<file path="src/rtl/prog_load_ctrl_pkg.sv">
// Shared constants for the program-load / CPU-run controller: state
// encodings, default geometry and the core-reset decode.
package prog_load_ctrl_pkg;

    localparam int ADDR_W_DEF = 4;
    localparam int DATA_W_DEF = 8;
    localparam int RAM_DEPTH  = 2 ** ADDR_W_DEF;

    localparam logic [2:0] ST_IDLE = 3'd0;
    localparam logic [2:0] ST_LOAD = 3'd1;
    localparam logic [2:0] ST_RSTP = 3'd2;
    localparam logic [2:0] ST_RUN  = 3'd3;
    localparam logic [2:0] ST_HALT = 3'd4;

    localparam logic [7:0] RUN_CNT_MAX = 8'hFF;

    // The core is released from reset only while it runs or sits halted.
    function automatic logic core_live(input logic [2:0] st);
        return (st == ST_RUN) || (st == ST_HALT);
    endfunction

endpackage

</file>
<file path="src/rtl/prog_load_ctrl.sv">
// Program-load and run controller: streams loader bytes into the program
// RAM, then sequences the CPU core through reset pulse, run and halt.
module prog_load_ctrl
    import prog_load_ctrl_pkg::*;
#(
    parameter int ADDR_W = ADDR_W_DEF,
    parameter int DATA_W = DATA_W_DEF
) (
    input  logic              clk,
    input  logic              rst_n,
    input  logic              ld_start,
    input  logic              ld_valid,
    input  logic [DATA_W-1:0] ld_data,
    output logic              ld_ready,
    input  logic              run_req,
    input  logic              cpu_hlt,
    output logic              core_rst_n,
    output logic              ram_we,
    output logic [ADDR_W-1:0] ram_addr,
    output logic [DATA_W-1:0] ram_wdata,
    output logic              load_done,
    output logic [2:0]        state_o,
    output logic [7:0]        run_cycles
);

    localparam logic [ADDR_W-1:0] ADDR_LAST = {ADDR_W{1'b1}};

    logic [2:0]        state_q;
    logic [2:0]        state_d;
    logic [ADDR_W-1:0] addr_q;
    logic              start_hit;
    logic              accept;
    logic              last_accept;

    logic              wr_vld_p1;
    logic [ADDR_W-1:0] wr_addr_p1;
    logic [DATA_W-1:0] wr_data_p1;

    // Cycle counter steps by one and pins at its maximum instead of wrapping.
    function automatic logic [7:0] sat_inc(input logic [7:0] v);
        return (v == RUN_CNT_MAX) ? v : v + 8'd1;
    endfunction

    // A load request is honoured everywhere except the one-cycle reset pulse,
    // and a byte offered alongside a restart is dropped.
    always_comb begin
        start_hit = ld_start && ((state_q == ST_IDLE) || (state_q == ST_LOAD) ||
                                 (state_q == ST_RUN)  || (state_q == ST_HALT));
        ld_ready    = (state_q == ST_LOAD) && !ld_start;
        accept      = ld_ready && ld_valid;
        last_accept = accept && (addr_q == ADDR_LAST);
    end

    // Next-state decode; ld_start has priority in every state that honours it.
    always_comb begin
        state_d = state_q;
        case (state_q)
            ST_IDLE: begin
                if (ld_start)     state_d = ST_LOAD;
                else if (run_req) state_d = ST_RSTP;
            end
            ST_LOAD: begin
                if (ld_start)         state_d = ST_LOAD;
                else if (last_accept) state_d = ST_IDLE;
            end
            ST_RSTP: state_d = ST_RUN;
            ST_RUN: begin
                if (ld_start)     state_d = ST_LOAD;
                else if (cpu_hlt) state_d = ST_HALT;
            end
            ST_HALT: begin
                if (ld_start)     state_d = ST_LOAD;
                else if (run_req) state_d = ST_RSTP;
            end
            default: state_d = ST_IDLE;
        endcase
    end

    // State register; core reset is decoded from the next state so the
    // output is a flop that tracks the current state with no input path.
    always_ff @(posedge clk or negedge rst_n) begin
        if (!rst_n) begin
            state_q    <= ST_IDLE;
            core_rst_n <= 1'b0;
        end else begin
            state_q    <= state_d;
            core_rst_n <= core_live(state_d);
        end
    end

    // Load address counter and sticky completion flag.
    always_ff @(posedge clk or negedge rst_n) begin
        if (!rst_n) begin
            addr_q    <= '0;
            load_done <= 1'b0;
        end else if (start_hit) begin
            addr_q    <= '0;
            load_done <= 1'b0;
        end else if (accept) begin
            addr_q <= addr_q + 1'b1;
            if (last_accept) load_done <= 1'b1;
        end
    end

    // Stage p1: accepted byte presented to the RAM one cycle after accept.
    always_ff @(posedge clk or negedge rst_n) begin
        if (!rst_n) begin
            wr_vld_p1  <= 1'b0;
            wr_addr_p1 <= '0;
            wr_data_p1 <= '0;
        end else begin
            wr_vld_p1 <= accept;
            if (accept) begin
                wr_addr_p1 <= addr_q;
                wr_data_p1 <= ld_data;
            end
        end
    end

    // Run-cycle counter: cleared during the reset pulse, counts in RUN,
    // holds everywhere else so a halted run can be inspected.
    always_ff @(posedge clk or negedge rst_n) begin
        if (!rst_n) begin
            run_cycles <= 8'd0;
        end else if (state_q == ST_RSTP) begin
            run_cycles <= 8'd0;
        end else if (state_q == ST_RUN) begin
            run_cycles <= sat_inc(run_cycles);
        end
    end

    assign ram_we    = wr_vld_p1;
    assign ram_addr  = wr_addr_p1;
    assign ram_wdata = wr_data_p1;
    assign state_o   = state_q;

endmodule

</file>
<file path="config.mk">
export PLATFORM = sky130hd
export DESIGN_NAME = prog_load_ctrl
export DESIGN_NICKNAME = d
export VERILOG_FILES = /design/src/rtl/prog_load_ctrl_pkg.sv /design/src/rtl/prog_load_ctrl.sv
export SDC_FILE = /design/constraint.sdc
export NUM_CORES = 1
export LEC_CHECK = 0
export CAP_MARGIN = 0
export CORE_ASPECT_RATIO = 0.7
export CORE_MARGIN = 2
export CORE_UTILIZATION = 46
export CTS_CLUSTER_DIAMETER = 40
export DETAILED_ROUTE_END_ITERATION = 10
export PLACE_DENSITY = 0.77
export SYNTH_ARGS = -nofsm -noshare
export SYNTH_HDL_FRONTEND = slang
export SYNTH_SLANG_ARGS = --single-unit
export TNS_END_PERCENT = 10
</file>
<file path="constraint.sdc">
create_clock -name clk -period 2 [get_ports clk]
set_input_delay 0.5 -clock clk [delete_from_list [all_inputs] [get_ports clk]]
set_output_delay 0.5 -clock clk [all_outputs]
set_load 0.02 [all_outputs]
</file>
==> summary.txt <==
Mapped Cells = 126
initial antenna violation count = 0
CTS clock-pin slew for the worst setup and hold paths = 60 ps
final net count = 193
most frequent cells in the layout = 38 x clkdlybuf4s50_1, 30 x dfrtp_1, 14 x nor2_1
DR vias/cell = 5.53
maximum vdd ir drop = 0.000484 V
total track usage = 19.8%
vias = 1184
Worst Tran Pin Value = 426 ps
clk_lat worst skew = 280 ps
sequential fraction of the synthesis area = 53.5%
CTS Buf Count = 5
endpoints failing setup = 0
iteration-0 DRC count of the detailed router = 104
Die X = 70.0 um
pre-CTS setup slack = -414 ps
Mapped Nets = 142
RSZ-0062 raised after global routing = no
Syn Std Cell Area = 1400 sq um
Slew Limit Fails = 0
asr flop ratio synth = 100%
setup TNS = 0 ps
fin crit share = 98.3%
row cnt = 16
Critical Path AT = 1470 ps
placed insts = 206
power per cell area = 770 nW/um^2
post-synthesis area per instance = 11.1 sq um
post-synth cell types = 36
post-route design area = 1970 sq um
DR pass1 iterations = 4
Overflow after GRT = 0
minimum clock period after layout = 1970 ps
DP HPWL = 2410 um
port bufs = 40
CP max FO = 2
outcome = completed
drt drc = 0
layout cell share with drive strength beyond 1 = 15.7%
Max-Cap Viols = 0
Core ar. = 2840 sq um
Worst Slack Setup Final = 33.9 ps
number of diodes = 0
startpoint types = primary input
Yosys reg bits = 30
Leak Pwr = 0.000875 uW
non-filler cells, final = 214
Finished Core Util = 69.3%
first-pass GRT wire length = 5310 um
critical path endpoint category = output pin
count of final hold-check violations = 0
Initial Util = 49.4%
Ys Warns = 0
Setup CP Type = primary input to output pin
Post-CTS Setup Bufs = 0
# hold bufs at CTS = 0
DIE HEIGHT = 50.2 um
pin count of the biggest net entering global routing = 31
worst min path class = flop to flop
CTS tree = done
total clock sinks = 30
WL per Instance = 15.2 um
synth-to-layout area growth = 40.4%
EDFF count, synth = 0
worst clock skew = 7.07 ps
Root Driver = clkbuf_8
Peak Freq = 509 MHz
Die ar. = 3520 sq um
H-tree lvl count = 2
Worst slew margin = 71.6%
Area after DPL = 1880 sq um
detailed-route wire length = 3250 um
GPL Wtd Cong = 0.860
IO Count = 41
Worst Path Required = 1500 ps
Final ANT Viol Nets = 0
Post-synth top flop = dfrtp_1
CTS Buffer Depth = 2
vias in the first global route = 1103
commonest non-fill, non-tap cell in the layout = clkdlybuf4s50_1
==> synthesized netlist by cell type, drive strengths merged, types with 2 or more instances <==
| cell | n | area [sq um] |
|---|---|---|
| a21oi | 12 | 60.1 |
| and3 | 6 | 37.5 |
| buf | 3 | 27.5 |
| clkbuf | 2 | 7.51 |
| dfrtp | 30 | 751 |
| ha | 2 | 25.0 |
| inv | 2 | 7.51 |
| mux2 | 13 | 146 |
| nand2 | 6 | 30.0 |
| nand2b | 2 | 12.5 |
| nand3 | 8 | 40.0 |
| nand4 | 2 | 12.5 |
| nor2 | 15 | 58.8 |
| nor2b | 2 | 12.5 |
| nor3 | 2 | 10.0 |
| o21ai | 2 | 10.0 |
| xor2 | 2 | 17.5 |
==> flip-flops by register name (all words and copies together) (netlist names) <==
register    flops
ram_wdata       8
run_cycles      8
addr_q          4
ram_addr        4
state_o         3
core_rst_n      1
load_done       1
ram_we          1
==> worst paths after layout <==
path | start | to | slack, ps | cells past startpoint
worst max-delay path | ld_start | ld_ready | 30 | 3
worst min-delay path | ram_wdata[3] | ram_wdata[3] | 490 | 1
worst max register to register | run_cycles[0] | run_cycles[0] | 120 | 5
worst min register to register | ram_wdata[3] | ram_wdata[3] | 490 | 1
max in group asynchronous | rst_n | addr_q[1] | 1110 | 2
min in group asynchronous | rst_n | ram_addr[1] | 600 | 2
==> per-stage QoR <==
stage	hold WS, ps	power (uW)
detailed placement	481	1030
finish	490	1520
global placement	467	1020
global route	511	1580
CTS	493	1530
floorplan	204	855
==> per-layer routing <==
metal	GRT usage (%)	share of wire, %
met2	33.3	50
met4	6.73	0.98
met3	5.22	6.0
met5	0	0
met1	25.1	43
==> layout make-up <==
cell class	instances	area, sq um
flip-flops and latches	30	751
well taps	36	45.0
clock inverters	1	5.00
clock buffers	7	86.3
repair buffers	49	465
inverters	3	12.5
fillers	222	872
multi-input cells	88	606
==> worst max-delay path, cell delays in order <==
cell	delay, ps
clkdlybuf4s50_1	470
nor4b_4	270
buf_2	220
==> timing repair <==
action / in CTS / in global routing
pin swaps: 0 / 0
setup endpoints to repair: 1 / 1
gates resized for setup: 4 / 1
hold endpoints to repair: 0 / 0
==> cell families (layout without fill, tap and decap cells) <==
group / Yosys count / count (layout) / share of synthesized area [%]
AO/OA/AOI/OAI: 25 / 25 / 11.6
XOR/XNOR: 3 / 3 / 1.87
adder cells (fa/ha/maj): 2 / 2 / 1.78
buffers and inverters: 8 / 60 / 3.39
flip-flops: 30 / 30 / 53.5
multiplexers: 13 / 13 / 10.4
AND/OR/NAND/NOR: 45 / 45 / 17.5
==> power by group <==
| group | switching (uW) | leakage, uW | internal [uW] |
|---|---|---|---|
| Clock | 221 | 0.0000482 | 277 |
| Sequential | 50.9 | 0.000390 | 660 |
| Combinational | 144 | 0.000436 | 164 |
| Total | 415 | 0.000875 | 1100 |
Power figures use the tool's default switching activity.
